===== config.mk =====
export PLATFORM = sky130hd
export DESIGN_NAME = bg_vram_fill_ctrl
export DESIGN_NICKNAME = d
export VERILOG_FILES = /design/src/rtl/bg_vram_fill_ctrl.sv
export SDC_FILE = /design/constraint.sdc
export NUM_CORES = 1
export LEC_CHECK = 0
export CORE_UTILIZATION = 46
export CTS_BUF_LIST = sky130_fd_sc_hd__clkbuf_8
export CTS_CLUSTER_SIZE = 12
export DETAILED_ROUTE_END_ITERATION = 16
export GPL_ROUTABILITY_DRIVEN = 1
export GPL_TIMING_DRIVEN = 1
export HOLD_SLACK_MARGIN = 0.08
export PLACE_DENSITY_LB_ADDON = 0.1
export RECOVER_POWER = 100
export REMOVE_ABC_BUFFERS = 1
export SYNTH_ARGS = -nofsm -noshare
export SYNTH_HDL_FRONTEND = slang
export SYNTH_SLANG_ARGS = --single-unit
export TNS_END_PERCENT = 10

===== constraint.sdc =====
create_clock -name cpu_clk -period 2.2 [get_ports cpu_clk]
set_input_delay 0.33 -clock cpu_clk [delete_from_list [all_inputs] [get_ports cpu_clk]]
set_output_delay 0.33 -clock cpu_clk [all_outputs]
set_load 0.005 [all_outputs]

===== src/rtl/bg_vram_fill_ctrl.sv =====
// Fill/ramp DMA engine and CPU-priority write-port arbiter for background VRAM.
// Optional macro BG_FILL_VBLANK_GATE_EN adds vblank_i and restricts engine writes to vertical blank.
module bg_vram_fill_ctrl #(
  parameter int ADDR_W = 12,
  parameter int LEN_W  = 11
) (
  input  logic              cpu_clk,
  input  logic              rst_n,
  input  logic              start_i,
  input  logic              abort_i,
  input  logic [ADDR_W-1:0] base_i,
  input  logic [LEN_W-1:0]  len_i,
  input  logic [7:0]        value_i,
  input  logic [7:0]        step_i,
  input  logic              cpu_req_i,
  input  logic [ADDR_W-1:0] cpu_address_i,
  input  logic [7:0]        cpu_wdata_i,
  input  logic              cpu_wen_i,
`ifdef BG_FILL_VBLANK_GATE_EN
  input  logic              vblank_i,
`endif
  output logic [ADDR_W-1:0] vram_address_o,
  output logic [7:0]        vram_wdata_o,
  output logic              vram_wen_o,
  output logic              busy_o,
  output logic              done_o,
  output logic [LEN_W-1:0]  remaining_o
);

  typedef enum logic {
    IDLE = 1'b0,
    RUN  = 1'b1
  } state_e;

  state_e            state_q;
  logic [ADDR_W-1:0] addr_q, addr_d;
  logic [7:0]        data_q, data_d;
  logic [7:0]        step_q;
  logic [LEN_W-1:0]  remaining_q, remaining_d;
  logic              done_q;
  logic              slot_free;
  logic              grant;

  // The CPU always owns the port when it asks; the engine only uses idle cycles.
`ifdef BG_FILL_VBLANK_GATE_EN
  assign slot_free = ~cpu_req_i & vblank_i;
`else
  assign slot_free = ~cpu_req_i;
`endif

  assign grant       = (state_q == RUN) & slot_free;
  assign addr_d      = addr_q + ADDR_W'(1);
  assign data_d      = data_q + step_q;
  assign remaining_d = remaining_q - LEN_W'(1);

  always_comb begin
    vram_address_o = cpu_address_i;
    vram_wdata_o   = cpu_wdata_i;
    vram_wen_o     = cpu_wen_i;
    if (grant) begin
      vram_address_o = addr_q;
      vram_wdata_o   = data_q;
      vram_wen_o     = 1'b1;
    end
  end

  always_ff @(posedge cpu_clk or negedge rst_n) begin
    if (!rst_n) begin
      state_q     <= IDLE;
      addr_q      <= '0;
      data_q      <= '0;
      step_q      <= '0;
      remaining_q <= '0;
      done_q      <= 1'b0;
    end else begin
      done_q <= 1'b0;
      case (state_q)
        IDLE: begin
          if (start_i) begin
            if (len_i != '0) begin
              addr_q      <= base_i;
              data_q      <= value_i;
              step_q      <= step_i;
              remaining_q <= len_i;
              state_q     <= RUN;
            end else begin
              done_q <= 1'b1;
            end
          end
        end
        RUN: begin
          // Abort outranks completion; a write granted this cycle has already gone out.
          if (abort_i) begin
            remaining_q <= '0;
            state_q     <= IDLE;
          end else if (grant) begin
            addr_q      <= addr_d;
            data_q      <= data_d;
            remaining_q <= remaining_d;
            if (remaining_q == LEN_W'(1)) begin
              state_q <= IDLE;
              done_q  <= 1'b1;
            end
          end
        end
        default: state_q <= IDLE;
      endcase
    end
  end

  assign busy_o      = (state_q == RUN);
  assign done_o      = done_q;
  assign remaining_o = remaining_q;

endmodule

==> results of run 1 <==
-- cell type report --
| cell class | instances | area [sq um] |
|---|---|---|
| Fill cell | 484 | 1660 |
| Timing Repair Buffer | 113 | 1130 |
| Clock inverter | 1 | 7.51 |
| Inverter | 6 | 22.5 |
| Clock buffer | 6 | 82.6 |
| Sequential cell | 41 | 1030 |
| Multi-Input combinational cell | 274 | 1590 |
| Tap cell | 72 | 90.1 |
-- Yosys cell counts (all sizes together) --
cell	count	area share [%]
a32oi	5	1.6
nor3	8	1.5
and4	1	0.32
a211o	1	0.32
and2	1	0.23
xnor2	2	0.64
nand4	4	0.92
nand3	10	2.7
dfrtp	41	38
and3	3	0.69
nor4	5	1.8
or3	2	0.46
buf	8	1.9
a22oi	4	1.1
o21ai	36	6.7
nand2b	5	1.1
nand2	79	11
a21o	4	1.1
mux2i	6	2.2
o22ai	10	2.3
o21a	2	0.82
xor2	1	0.32
nand3b	2	0.55
nor2b	4	0.92
nor2	23	3.2
inv	6	0.82
ha	10	4.6
a31oi	4	0.92
a21oi	30	5.5
mux2	8	3.3
fa	1	0.73
o311ai	2	0.64
a21bo	1	0.37
clkbuf	9	1.2
-- worst paths after layout --
check | start | to | cells past startpoint
setup / recovery | busy_o | vram_address_o[7] | 6
hold / removal | step_q[5] | step_q[5] | 1
setup reg to reg | data_q[0] | data_q[6] | 9
hold reg to reg | step_q[5] | step_q[5] | 1
max in group asynchronous | rst_n | step_q[0] | 2
min in group asynchronous | rst_n | remaining_o[9] | 2
-- timing repair --
item,4_1_cts,5_1_grt
hold buffers,1,0
gates resized for setup,2,4
hold endpoints to repair,20,0
setup endpoints to repair,9,20
-- flip-flops by register name (all words and copies together), names as in the netlist --
register     cells
remaining_o     11
data_q           8
addr_q          12
done_o           1
busy_o           1
step_q           8
-- worst max-delay path, delay by kind of cell, from the launching register on --
family,cells,cell delay (ns)
buffers and inverters,3,0.84
DFF,1,0.41
and+or+nand+nor,3,0.22
-- per-stage QoR --
step	setup TNS, ns	hold WS, ns	setup slack (ns)
2_1_floorplan	-9.11	0.0344	-0.379
3_3_place_gp	0	0.338	0.00286
3_5_place_dp	-0.0726	0.343	-0.0350
4_1_cts	-0.0328	0.512	-0.0149
5_1_grt	0	0.527	0.0116
6_report	0	0.506	0.110
-- per-layer routing --
metal	global-route usage (%)	share of wire (%)	up-vias
met1	33.8	44	1335
met2	42.7	49	91
met3	3.45	5.0	14
li1	-	-	1418
met5	0	0	-
met4	10.7	1.8	0
-- kinds of logic (layout without fill, tap and decap cells) --
family / count (synthesis) / count (layout) / synth area share, %
xor+xnor: 3 / 3 / 0.963
simple gates: 147 / 147 / 25.3
fa+ha+maj: 11 / 11 / 5.32
flops: 41 / 41 / 37.6
buf+inv: 23 / 126 / 3.94
mux: 14 / 14 / 5.50
compound gates: 99 / 99 / 21.4
-- power breakdown --
group	leakage (uW)	total, uW	internal, uW	switching (uW)
Combinational	0.00119	1660	859	796
Clock	0.0000433	510	248	262
Sequential	0.000496	1270	995	275
Total	0.00173	3440	2100	1330
-- cell usage in the layout (no fill, tap or decap), types with 3 or more instances in the layout --
master           synthesis  final
nor4_2                   3      3
nand2b_1                 5      4
and3_1                   3      3
a21oi_1                 30     30
nor2_1                  23     22
o21ai_0                 16     22
mux2_2                   6      6
inv_1                    5      5
nor2b_1                  4      4
buf_4                    2      9
dlygate4sd3_1            0     14
o22ai_1                 10     10
buf_12                   0      3
o21ai_1                 19     13
a31oi_1                  4      4
a32oi_1                  5      5
nand4_1                  4      4
nand2_1                 79     79
nor3_1                   8      8
nand3_2                  5      3
nand3_1                  5      7
a22oi_1                  4      4
ha_1                    10     10
dfrtp_1                 41     41
mux2i_1                  6      6
clkdlybuf4s50_1          0     81
clkbuf_8                 0      6
a21o_1                   4      4
==> out/qor.yml, run 1 <==
worstHoldPathType: "flip-flop to flip-flop"
arrival_ns: 1.76
vdd_drop_max_uv: 500
worstMarginPinSlew_ns: 1.31
route.antenna.remaining_nets: 0
fmax_mhz: 479
rows: 27
required_ns: 1.87
syn_to_final_growth_pct: 44.5
ys_seq_elements: 41
skew_ns: 0.00894
dpl.hpwl_microns: 5680
post-route-drc-count: 0
finalHoldViolations: 0
drv_slew: 0
cts_made_buffers: 5
setup.worst_path.end_class: "output pin"
grt_pass1_wl_microns: 12600
max_stage_delay_ns: 0.50
cts_max_level: 2
drive_gt1_share_pct: 8.84
clock-sinks: 41
routedWlPerCell_microns: 14.8
place_congestion: 0.894
postCtsSetupBuffers: 0
syn_inst: 338
grt_max_degree: 26
crit_fanout: 23
insertion_delay_ns: 0.30
vias: 2858
dieHeight_microns: 79.0
grt_overflow: 0
startpoint_type: "flip-flop"
final_area_sq_mm: 0.00395
crit_chain: "buf_4, nand2b_4, buf_12, nand2_1, nand2_1, clkdlybuf4s50_1"
die_w_microns: 79.0
fin_nets: 517
wl_microns: 7600
reg2reg_slack_ns: 0.20
clk_pin_slew_ns: 0.08
power_uw: 3440
dieArea_sq_mm: 0.00625
finalCoreUtilization_pct: 70.4
synth_seq_area_share_pct: 37.6
ys_warn_count: 0
start_util_pct: 48.7
period_minus_slack_ns: 2.09
min_period_over_period_pct: 95.0
status: "finished, final reports clean"
drt-pass1-iter-count: 4
viasPerCell: 5.57
syn-cell-area_sq_mm: 0.00273
crit_slowest_cell: "clkdlybuf4s50_1"
cts_tree: "built"
worst-setup-path-type: "flip-flop to output pin"
pwr_density_cell_mw_per_mm2: 871
relSlewSlack_pct: 12.4
cts_buffer_depth: 2
first_iter_violations: 217
leakagePower_uw: 0.00173
grtUsageTotal_pct: 25.8
maxCapViolations: 0
instances_no_fill: 513
io-pin-count: 99
setup_violations: 0
path_common_cell: "nand2_1"
grt_antenna_before_repair: 0
placeableCoreArea_sq_mm: 0.00561
diodes: 0
ys_types: 43
placed_cells: 505
grt_pass1_vias: 2787
rsz0062_at_grt: "false"
synth.avg_cell_area_sq_um: 8.08
io_buffers: 98
clockRootBuffer: "clkbuf_8"
dpl_cell_area_sq_mm: 0.00385
Note: power is estimated with default switching activity, not from simulation.
==> run 2: changes to the inputs <==
TNS_END_PERCENT = 30   (was 10)
==> results of run 2 <==
Final layout, timing and power as in run 1 (identical DEF).
==> edit 1: new RTL, config.mk and constraints of run 1 <==
`LEN_W`: 11 -> 13.
--- a/src/rtl/bg_vram_fill_ctrl.sv
+++ b/src/rtl/bg_vram_fill_ctrl.sv
@@ -3,5 +3,5 @@
 module bg_vram_fill_ctrl #(
   parameter int ADDR_W = 12,
-  parameter int LEN_W  = 11
+  parameter int LEN_W  = 13
 ) (
   input  logic              cpu_clk,
Ports: changed (resized len_i and remaining_o); port bits go from 99 to 103. The function was not compared with the original's and may differ.
==> edit 1 against run 1 <==
  * Wire length increased by 20%
  * Power increased by 13%
  * Worst setup slack got worse by 0.026 ns
  * Via count increased by 12%
  * Sequential cell count increased by 2
  * Non-clock buffer count increased by 17
  * Cell area increased by 11%
  * Critical endpoint is now data_q[6]
  * Register-to-register slack got worse by 0.12 ns
  * Area after synthesis increased by 8.7%
  * Highest routed layer unchanged
==> edit 1: results (changes against run 1) <==
Synth
  – Unique cell type count in the Yosys netlist: 53 (+23%)
  – Commonest cells in the synthesized netlist: dfrtp_1 (43), nand2_1 (40), a21oi_1 (19), mux2_1 (19), o21ai_1 (16)
  – Yosys warns: 0 (unchanged)
  – Synthesized instance count: 338 (unchanged)
  – Sequential area share after synthesis: 36.3% (-1.3 points)
  – Async S/R FF share, synth: 100% (unchanged)
  – Leading post-synthesis cells by cell area: dfrtp_1 (36%), mux2_1 (7.2%), nand2_1 (5.1%), ha_1 (4.2%), a21oi_1 (3.2%)

Run status
  – Outcome: completed

Global routing
  – GRT Resource Usage Total: 27.7% (+1.9 points)
  – Number of global-route vias before repair: 3071 (+10%)
  – Pin count of the biggest net entering global routing: 49 (+88%)
  – Initial antenna violation count: 0 (unchanged)
  – First-pass GRT wire length: 14.3 mm (+13%)

Detailed routing
  – DRT iter0 DRCs: 175 (-19%)
  – Via/cell ratio: 6.04 (+8.5%)
  – Drt total wl: 9.11 mm (+20%)
  – Router iterations before antenna repair: 4 (unchanged)
  – Post-DRT Antenna Nets: 0 (unchanged)
  – Vias: 3209 (+12%)

Layout
  – Largest register FFs: 13 (+1)
  – Final #Nets: 533 (+3.1%)
  – Share of cells above drive strength 1: 9.65% (+0.81 points)
  – ANT cells: 0 (unchanged)

Clock tree
  – CTS max path bufs: 2 (unchanged)
  – Number of CTS-inserted buffers: 5 (unchanged)
  – Clock latency on the worst-skew pair: 0.30 ns (about the same)
  – Postcts setup bufs: 0 (unchanged)
  – Clk pin slew, worst setup/hold paths: 0.09 ns
  – H-tree lvl count: 2 (unchanged)
  – Root Driver: clkbuf_8

Hold path
  – Worst hold path type: in2async

Worst setup path
  – Worst-path maximum fanout: 3 (-87%)
  – Worst EP arrival: 2.30 ns (+0.54 ns)

Placed design
  – Hpwl dp: 6.51 mm (+15%)
  – GP Congestion: 0.914 (+2.2%)
  – Port buffer count: 102 (+4.1%)
  – Placed Cells: 522 (+3.4%)

Timing
  – Clock Skew: 0.00669 ns (-0.00225 ns)
  – Rel. slew slack: 27.0% (+15 points)
  – Final Hold Viols: 0 (unchanged)

Pwr
  – Leakage power: 0.00190 uW (+9.6%)
  – VDD IR max: 493 uV (-1.2%)
edit 1: cell count changes in the layout (fill, tap and decap cells not counted), sizes merged, moves of 4 or more:
cell,change
mux2,+11
o21ai,-7
nand2,-39
a32oi,-5
inv,+8
dlygate4sd2,+14
o211ai,+5
o221ai,+5
buf,+9
nor2,-8
clkbuf,+4
clkdlybuf4s50,-7
a22o,+10
a21oi,-11
edit 1: worst paths after layout:
path	start	to	slack [ns]	cells after the start
setup reg to reg	data_q[0]	data_q[6]	0.08	8
min in group cpu_clk	step_q[3]	step_q[3]	0.49	2
hold reg to reg	step_q[3]	step_q[3]	0.49	2
hold / removal	rst_n	step_q[3]	0.29	2
max in group asynchronous	rst_n	step_q[0]	1.22	2
setup / recovery	data_q[0]	data_q[6]	0.08	8
edit 1: timing repair:
item / CTS / global route
gates cloned: 1 / 0
gates resized for setup: 16 / 7
endpoints found under the setup margin: 19 / 1
edit 1: layout make-up:
class	count	area, um2
inverters	13	48.8
fillers	498	1670
clock buffers	5	68.8
flip-flops and latches	43	1080
well taps	75	93.8
repair buffers	130	1230
clock inverters	3	63.8
multi-input cells	262	1810
edit 1: where the power goes:
group | internal, uW | switching (uW)
sequential | 1030 | 290
combinational | 926 | 885
clock | 449 | 283
edit 1: through the flow:
stage / power [uW] / TNS [ns] / instance area (um2) / setup slack [ns] / hold WS, ns
floorplan: 2280 / -21.44 / 2890 / -0.569 / 0.0344
finish: 3870 / 0 / 4390 / 0.0839 / 0.288
detailed placement: 3110 / -3.27 / 4250 / -0.123 / 0.442
global route: 4140 / -0.0347 / 4390 / -0.0347 / 0.401
CTS: 3830 / 0 / 4400 / 0.0198 / 0.120
global placement: 3040 / -1.93 / 4250 / -0.105 / 0.442
edit 1: worst max-delay path, cell delays in order, from the launching register on:
cell,delay [ns]
dfrtp_1,0.38
ha_1,0.19
inv_1,0.06
fa_1,0.41
nor2b_2,0.16
o21ai_1,0.14
a21o_1,0.26
a2111oi_4,0.29
o21ai_1,0.11
edit 1: logic make-up after synthesis:
| kind of cell | after synthesis | synth area share [%] |
|---|---|---|
| multiplexers | 25 | 9.24 |
| AND/OR/NAND/NOR | 110 | 19.0 |
| adder cells (fa/ha/maj) | 11 | 4.89 |
| XOR/XNOR | 1 | 0.295 |
| flip-flops | 43 | 36.3 |
| buffers and inverters | 33 | 4.39 |
| AO/OA/AOI/OAI | 115 | 25.9 |
edit 1: layer usage:
metal,track usage (%),share of wire [%]
met1,33.6,42
met4,8.60,1.4
met5,0,0
met3,5.27,7.3
met2,49.3,50
==> edit 2: new RTL, settings of run 1 <==
Without the edit above. Add an input register stage for `value_i`, cleared by the reset; this delays it by one clock. The other inputs are not delayed to match.
--- a/src/rtl/bg_vram_fill_ctrl.sv
+++ b/src/rtl/bg_vram_fill_ctrl.sv
@@ -32,4 +32,14 @@
     RUN  = 1'b1
   } state_e;
+
+  logic [7:0] value_q;
+
+  always_ff @(posedge cpu_clk or negedge rst_n) begin
+    if (!rst_n) begin
+      value_q <= '0;
+    end else begin
+      value_q <= value_i;
+    end
+  end
 
   state_e            state_q;
@@ -80,5 +90,5 @@
             if (len_i != '0) begin
               addr_q      <= base_i;
-              data_q      <= value_i;
+              data_q      <= value_q;
               step_q      <= step_i;
               remaining_q <= len_i;
Check against the original RTL: not equivalent (Yosys sat finds a counterexample within 4 cycles, from zero or initial values and one cycle with rst_n low).
==> edit 2 against run 1 <==
  * Die area grew 7.6%
  * Largest cell class unchanged
  * Clock power grew 49%
  * Highest routed layer unchanged
  * Cell area grew 4.9%
  * Sequential cell count grew 8
  * Area after synthesis grew 7.8%
  * Wire length shrank 0.20%
  * Critical endpoint is now vram_wdata_o[5]
  * Hold slack lost 0.16 ns
  * Worst setup slack lost 0.038 ns
  * Non-clock buffer count grew 2
  * Power grew 11%
==> edit 2: results (changes against run 1) <==
Hold path
  – Worst hold path type: in2async

Global routing
  – GRT Resource Usage Total: 24.3% (-1.5 points)
  – Pin count of the biggest net entering global routing: 50 (+92%)
  – Met3 Usage GRT: 4.78% (+1.3 points)
  – Number of global-route vias before repair: 2661 (-4.5%)

Detailed routing
  – WL/cell: 15.0 um (+1.2%)
  – DRT iter0 DRCs: 125 (-42%)
  – Drt total wl: 7.59 mm (-0.20%)
  – Met2 wire length: 3.60 mm (-3.4%)
  – Vias: 2805 (-1.9%)

Layout
  – Comb_multi_in: 248 (-9.5%)
  – Fillers: 523 (+8.1%)
  – Non-CTS buffers: 115 (+1.8%)
  – Final #Nets: 506 (-2.1%)

Worst setup path
  – Worst-path maximum fanout: 4 (-83%)
  – Setup crit end: vram_wdata_o[5]
  – Worst EP arrival: 1.80 ns (+0.04 ns)

Pwr
  – Switching Power: 1380 uW (+3.2%)
  – VDD IR max: 550 uV (+10%)

Placed design
  – DP Area: 0.00405 mm2 (+5.0%)
  – Hpwl dp: 5.65 mm (-0.57%)

Clock tree
  – Clk sinks: 49 (+20%)
  – CTS resizes: 24 (+22)

Run status
  – Outcome: completed

Synth
  – Commonest cells in the synthesized netlist: dfrtp_1 (49), nand2_1 (40), o21ai_0 (31)
  – Multiplexer share of the synthesized area: 9.61% (+4.1 points)
  – Post-synthesis xor/xnor area fraction: 0.893% (-0.070 points)
  – Post-synthesis compound-gate area fraction: 18.5% (-3.0 points)
  – Unique cell type count in the Yosys netlist: 38 (-12%)

Floorplan
  – Standard-cell rows: 28 (+3.7%)
-- edit 2: cell count changes after synthesis, moves of 4 or more --
cell,run 1,this run
o21ai_0,16,31
nand3_2,5,0
mux2_2,6,18
dfrtp_1,41,49
nand2_1,79,40
inv_1,5,11
o21ai_1,19,5
o22ai_1,10,5
nor2_1,23,28
a21o_1,4,0
and3_1,3,10
-- edit 2: worst max-delay path: stages --
cell	delay (ns)
clkdlybuf4s50_1	0.48
nand2b_4	0.17
clkbuf_1	0.20
mux2_2	0.36
dlygate4sd2_1	0.26
-- edit 2: power by group through the flow --
| stage | registers (uW) | clock network (uW) | logic (uW) |
|---|---|---|---|
| global route | 1480 | 808 | 1840 |
| floorplan | 1390 | 0 | 987 |
| detailed placement | 1460 | 0 | 1690 |
| finish | 1440 | 762 | 1620 |
| CTS | 1440 | 773 | 1670 |
| global placement | 1440 | 0 | 1630 |
